### config.mk
export PLATFORM = sky130hd
export DESIGN_NAME = note_sequencer
export DESIGN_NICKNAME = d
export VERILOG_FILES = /design/src/rtl/note_sequencer.sv
export SDC_FILE = /design/constraint.sdc
export NUM_CORES = 1
export LEC_CHECK = 0
export CORE_MARGIN = 2
export CORE_UTILIZATION = 45
export CTS_CLUSTER_SIZE = 20
export DETAILED_ROUTE_END_ITERATION = 7
export GPL_ROUTABILITY_DRIVEN = 1
export HOLD_SLACK_MARGIN = 0.06
export PLACE_DENSITY = 0.64
export SLEW_MARGIN = 20
export SYNTH_ARGS = -nofsm -noshare
export SYNTH_HDL_FRONTEND = slang
export SYNTH_SLANG_ARGS = --single-unit
### constraint.sdc
create_clock -name CLK_32KHz -period 3.05 [get_ports CLK_32KHz]
set_input_delay 0.61 -clock CLK_32KHz [delete_from_list [all_inputs] [get_ports CLK_32KHz]]
set_output_delay 0.61 -clock CLK_32KHz [all_outputs]
set_load 0.03 [all_outputs]
### src/rtl/note_sequencer.sv
// rtl/note_sequencer.sv - programmable note-table player driving one signal generator
// Optional build macro NOTE_SEQUENCER_LOOP_EN: wrap to entry 0 instead of ending.
module note_sequencer #(
  parameter int DEPTH        = 16,
  parameter int TICKS_PER_MS = 32,
  parameter int GAP_TICKS    = 64
) (
  input  logic                     CLK_32KHz,
  input  logic                     reset,
  input  logic                     start,
  input  logic                     stop,
  input  logic                     wr_en,
  input  logic [$clog2(DEPTH)-1:0] wr_addr,
  input  logic [23:0]              wr_data,
  output logic [13:0]              outputFrequency,
  output logic                     noteActive,
  output logic                     gen_reset_n,
  output logic                     busy,
  output logic                     done,
  output logic [$clog2(DEPTH)-1:0] noteIndex
);

  localparam int              AW       = $clog2(DEPTH);
  localparam logic [19:0]     TPM      = 20'(TICKS_PER_MS);
  localparam logic [19:0]     GAP_LAST = 20'(GAP_TICKS - 1);
  localparam logic [AW-1:0]   LAST_IDX = AW'(DEPTH - 1);

  typedef enum logic [2:0] {S_IDLE, S_LOAD, S_PLAY, S_GAP, S_DONE} state_t;

  state_t          r_state, w_state_next;
  logic [AW-1:0]   r_index, w_index_next;
  logic [19:0]     r_count, w_count_next;
  logic [13:0]     r_freq, w_freq_next;
  logic            r_first, w_first_next;
  logic [23:0]     r_table [DEPTH];
  logic [23:0]     w_entry;
  logic [9:0]      w_dur;
  logic [13:0]     w_freq_raw;
  logic [13:0]     w_freq_clamped;
  logic            w_step;
  logic            w_end;
`ifdef NOTE_SEQUENCER_LOOP_EN
  logic            r_wrap, w_wrap_next;
`endif

  assign w_entry    = r_table[r_index];
  assign w_dur      = w_entry[9:0];
  assign w_freq_raw = w_entry[23:10];

  always_comb begin
    w_freq_clamped = w_freq_raw;
    if (w_freq_raw == 14'd0)
      w_freq_clamped = 14'd0;
    else if (w_freq_raw < 14'd100)
      w_freq_clamped = 14'd100;
    else if (w_freq_raw > 14'd8000)
      w_freq_clamped = 14'd8000;
  end

  // Table is written only while idle and deliberately has no reset.
  always_ff @(posedge CLK_32KHz) begin
    if (wr_en && r_state == S_IDLE)
      r_table[wr_addr] <= wr_data;
  end

  always_comb begin
    w_state_next = r_state;
    w_index_next = r_index;
    w_count_next = r_count;
    w_freq_next  = r_freq;
    w_first_next = 1'b0;
    w_step       = 1'b0;
    w_end        = 1'b0;
`ifdef NOTE_SEQUENCER_LOOP_EN
    w_wrap_next  = 1'b0;
`endif
    case (r_state)
      S_IDLE: begin
        if (start && !stop) begin
          w_state_next = S_LOAD;
          w_index_next = '0;
        end
      end
      S_LOAD: begin
        if (w_dur == 10'd0) begin
          w_end = 1'b1;
        end else begin
          w_state_next = S_PLAY;
          w_count_next = 20'(w_dur) * TPM - 20'd1;
          w_freq_next  = w_freq_clamped;
          w_first_next = 1'b1;
        end
      end
      S_PLAY: begin
        if (r_count == 20'd0) begin
          if (GAP_TICKS > 0) begin
            w_state_next = S_GAP;
            w_count_next = GAP_LAST;
          end else begin
            w_step = 1'b1;
          end
        end else begin
          w_count_next = r_count - 20'd1;
        end
      end
      S_GAP: begin
        if (r_count == 20'd0)
          w_step = 1'b1;
        else
          w_count_next = r_count - 20'd1;
      end
      S_DONE: begin
        w_state_next = S_IDLE;
        w_index_next = '0;
      end
      default: begin
        w_state_next = S_IDLE;
        w_index_next = '0;
      end
    endcase

    if (w_step) begin
      if (r_index == LAST_IDX) begin
        w_end = 1'b1;
      end else begin
        w_state_next = S_LOAD;
        w_index_next = r_index + AW'(1);
      end
    end

    if (w_end) begin
`ifdef NOTE_SEQUENCER_LOOP_EN
      w_state_next = S_LOAD;
      w_index_next = '0;
      w_wrap_next  = 1'b1;
`else
      w_state_next = S_DONE;
`endif
    end

    // stop overrides every other transition, including a same-cycle start.
    if (stop && r_state != S_IDLE) begin
      w_state_next = S_IDLE;
      w_index_next = '0;
    end
  end

  always_ff @(posedge CLK_32KHz) begin
    if (reset) begin
      r_state <= S_IDLE;
      r_index <= '0;
      r_count <= '0;
      r_freq  <= '0;
      r_first <= 1'b0;
    end else begin
      r_state <= w_state_next;
      r_index <= w_index_next;
      r_count <= w_count_next;
      r_freq  <= w_freq_next;
      r_first <= w_first_next;
    end
  end

`ifdef NOTE_SEQUENCER_LOOP_EN
  always_ff @(posedge CLK_32KHz) begin
    if (reset)
      r_wrap <= 1'b0;
    else
      r_wrap <= w_wrap_next;
  end
`endif

  always_comb begin
    outputFrequency = (r_state == S_PLAY) ? r_freq : 14'd0;
    noteActive      = (r_state == S_PLAY) && (r_freq != 14'd0);
    gen_reset_n     = !((r_state == S_PLAY) && r_first);
    busy            = (r_state != S_IDLE);
    noteIndex       = r_index;
`ifdef NOTE_SEQUENCER_LOOP_EN
    done            = (r_state == S_LOAD) && r_wrap;
`else
    done            = (r_state == S_DONE);
`endif
  end

endmodule

==> flow_metrics.env <==
export IMPL_ios=55
export IMPL_worstRegToRegCells=9
export IMPL_skew_ps=10.8
export IMPL_antenna_left=0
export IMPL_synth_net_count=1023
export IMPL_synth_async_sr_flop_share_pct=0
export IMPL_syn_avg_cell_area_um2=17.7
export IMPL_cts_htree_levels=2
export IMPL_instances_no_fill=1703
export IMPL_yosys_register_bits=426
export IMPL_rsz_0062_raised_after_global_routing="yes"
export IMPL_cts_hold_buffers_added=0
export IMPL_min_delay_path_class="reg -> reg"
export IMPL_antennaDiodeCount=0
export IMPL_worst_setup_path_startpoint="noteIndex[0]"
export IMPL_compound_cell_area_share_of_the_yosys_netlist_pct=5.85
export IMPL_die_area_um2=40400
export IMPL_grt_busiest_layer="met2"
export IMPL_cts_root_buf="sky130_fd_sc_hd__clkbuf_16"
export IMPL_crit_end="r_freq[3]"
export IMPL_synth_distinct_cells=78
export IMPL_worst_slew_pin_slew_ps=628
export IMPL_powerDensity_nw_per_um2=579
export IMPL_crit_path_top_delay_cell="sky130_fd_sc_hd__mux4_1"
export IMPL_first_global_vias=9624
export IMPL_end_kind="register"
export IMPL_synth_edff_count=384
export IMPL_cts_sinks=426
export IMPL_finalHoldWorstSlack_ps=471
export IMPL_gpl_final_weighted_congestion=0.787
export IMPL_synth_largest_area_cell="sky130_fd_sc_hd__edfxtp_1"
export IMPL_synth_largest_type_area_fraction_pct=66.0
export IMPL_gr_util_all_layers_pct=20.7
export IMPL_critical_path_peak_fanout=7
export IMPL_simple_gate_share_of_the_synthesized_area_pct=6.55
export IMPL_viasPerCell=5.78
export IMPL_power_static_leakage_nw=6.86
export IMPL_critical_path_arrival_ps=3450
export IMPL_largest_delay_share_family_worst_path="multiplexers"
export IMPL_critical_path_required_ps=3490
export IMPL_timing_slew_headroom_pct=58.0
export IMPL_outcome="completed"
export IMPL_tritoncts_buffers=43
export IMPL_final_layout_size_suffix_gt1_share_pct=26.7
export IMPL_dominantRegCellSynth="sky130_fd_sc_hd__edfxtp_1"
export IMPL_cts_root_to_sink_buffers=3
export IMPL_yosysWarningCount=0
export IMPL_drcViolationCount=0
export IMPL_synth_top_family_by_area="multiplexers"
export IMPL_post_synth_mux_area_share_pct=13.7
export IMPL_setup_viol=0
export IMPL_grt_use_met1_pct=29.9
export IMPL_die_height_um=201
export IMPL_cp_num_cells=9
export IMPL_r2r_start="noteIndex[0]"
export IMPL_synth_adder_area_share_pct=0.358
export IMPL_cap_viol_max_count=0
export IMPL_initial_utilization_pct=45.4
export IMPL_overflow=0
export IMPL_synth_xor_area_share_pct=0.552
export IMPL_cts_tree="built"
export IMPL_r2r_end="r_freq[3]"
export IMPL_routed_wl_um=41500
export IMPL_worstSetupStartpointType="register"
export IMPL_wl_per_cell_um=24.4
export IMPL_timing_critical_path_slowest_cell_delay_ps=590
export IMPL_cp_buffers_inverters=2
export IMPL_maxClockFrequency_mhz=332
export IMPL_hold_viol=0
export IMPL_nets=1190
export IMPL_power_ir_vdd_worst_mv=0.349
export IMPL_r2r_setup_slk_ps=40
export IMPL_clkLatencyLatePin_ps=550
export IMPL_ys_top_cells_by_area="sky130_fd_sc_hd__edfxtp_1 (66%), sky130_fd_sc_hd__mux4_2 (9.4%), sky130_fd_sc_hd__dfxtp_1 (4.8%)"
export IMPL_core_region_area_um2=38500
export IMPL_timing_worst_setup_path_type="reg -> reg"
export IMPL_drt_first_iter_violations=917
export IMPL_syn_to_final_growth_pct=21.6
export IMPL_grt_first_pass_wirelength_um=61800
export IMPL_part_of_the_cycle_the_worst_path_needs_pct=98.7
export IMPL_grt_antenna_before_repair=0
export IMPL_maximum_number_of_pins_on_one_net_before_global_route_repair=31
export IMPL_netlist_area_um2=17500
export IMPL_yosysSeqAreaShare_pct=70.8
export IMPL_drt_pass1_iterations=5
export IMPL_die_w_um=201
export IMPL_met3_track_demand_over_resource_in_global_routing_pct=2.66
export IMPL_drv_slew=0
export IMPL_detailroute_via_count=9836
export IMPL_place_detailed_hpwl_um=24900
export IMPL_buffer_ports_inserted=54
export IMPL_syn_inst=985
export IMPL_timing_final_crit_period_ps=3010
export IMPL_path_clk_slew_ps=60
export IMPL_fill_cells=2963
export IMPL_dpl_cell_count=1619
export IMPL_critical_path_cell_list="buf_8, buf_4, mux4_1, mux2i_2, mux2i_4, or3_1, a31o_1, and3_4, a32o_1"
export IMPL_rows=72
export IMPL_gr_usage_met2_pct=33.2
metrics by stage:
step	util [%]	power [mW]	area [µm²]	setup TNS (ps)	setup slack [ps]
floorplan	-	6.98	17500	-3930	-195
detailed placement	51.0	7.29	19600	-693	-88.9
global route	55.2	12.7	21200	-697	-66.8
finish	55.2	12.3	21200	0	40.5
CTS	54.7	12.4	21100	0	15.6
global placement	51.0	7.27	19600	-226	-46.1
cell usage after synthesis, drive strengths merged (4+ instances only):
library cell / number
edfxtp: 384
mux4: 89
nor2: 66
nand2: 46
dfxtp: 42
buf: 33
a21oi: 28
o21ai: 26
mux2i: 23
and3: 20
nor3: 20
a22oi: 18
clkbuf: 18
nand3: 15
inv: 12
nor2b: 10
nor4: 10
a22o: 9
or3: 9
mux2: 8
nand2b: 7
xnor2: 6
a221oi: 5
ha: 5
xor2: 5
a311oi: 4
a32o: 4
and2: 4
o31ai: 4
repair_timing:
action / 4_1_cts / 5_1_grt
pin swaps: 2 / 9
cloned: 1 / 0
gates resized for setup: 7 / 34
buffers inserted: 4 / 1
hold endpoints to repair: 0 / 0
endpoints found under the setup margin: 36 / 34
kinds of logic after synthesis:
| kind of cell | after synthesis |
|---|---|
| multiplexers | 120 |
| adder cells (fa/ha/maj) | 5 |
| buffers and inverters | 63 |
| flip-flops | 426 |
| AO/OA/AOI/OAI | 138 |
| XOR/XNOR | 11 |
| AND/OR/NAND/NOR | 222 |
final cells by class:
| type | count | area, µm² | share of cell area, % |
|---|---|---|---|
| Multi-Input combinational cell | 497 | 4990 | 23.5 |
| Clock inverter | 24 | 231 | 1.09 |
| Clock buffer | 54 | 1140 | 5.36 |
| Tap cell | 518 | 648 | 3.05 |
| Inverter | 12 | 45.0 | 0.212 |
| Sequential cell | 426 | 12400 | 58.3 |
| Timing Repair Buffer | 172 | 1800 | 8.48 |
worst min-delay path by stage:
stage,endpoint,cells after the start,slack (ps),startpoint
finish,r_freq[12],2,470,r_freq[12]
global route,r_freq[12],2,500,r_freq[12]
detailed placement,r_freq[12],2,470,r_freq[12]
floorplan,r_freq[5],1,440,r_freq[5]
global placement,r_count[7],1,460,r_count[7]
CTS,r_freq[12],2,470,r_freq[12]
registers in the layout, indices dropped and copies added, names as in the netlist:
register and cells:
r_freq 14, r_count 20, noteIndex 4, r_table 384
r_state 3, r_first 1
metal layers:
metal  up-vias  part of all wire [%]
met1      5104                    45
met3        46                   6.0
met5         -                     0
li1       4356                     -
met2       330                    48
met4         0                   1.8
worst reg2reg max path, cell delays in order (launching register included):
cell and delay, ps:
sky130_fd_sc_hd__dfxtp_4 440, sky130_fd_sc_hd__buf_8 160, sky130_fd_sc_hd__buf_4 190, sky130_fd_sc_hd__mux4_1 590, sky130_fd_sc_hd__mux2i_2 230, sky130_fd_sc_hd__mux2i_4 160, sky130_fd_sc_hd__or3_1 440, sky130_fd_sc_hd__a31o_1 260
sky130_fd_sc_hd__and3_4 190, sky130_fd_sc_hd__a32o_1 250
power by group:
group / switching [mW] / internal (mW) / total (mW)
sequential: 0.0467 / 6.46 / 6.51
combinational: 0.424 / 0.260 / 0.684
clock: 2.12 / 2.99 / 5.10
total: 2.59 / 9.71 / 12.3
cell usage in the layout (no fill, tap or decap), types with 27 or more instances in the layout:
cell type / count
sky130_fd_sc_hd__edfxtp_1: 384
sky130_fd_sc_hd__buf_4: 83
sky130_fd_sc_hd__mux4_2: 73
sky130_fd_sc_hd__clkdlybuf4s50_1: 54
sky130_fd_sc_hd__nor2_1: 50
sky130_fd_sc_hd__nand2_1: 46
sky130_fd_sc_hd__clkbuf_16: 44
sky130_fd_sc_hd__dfxtp_1: 38
sky130_fd_sc_hd__a21oi_1: 28
sky130_fd_sc_hd__buf_12: 27
No activity file was read; power rests on OpenSTA's default activity.
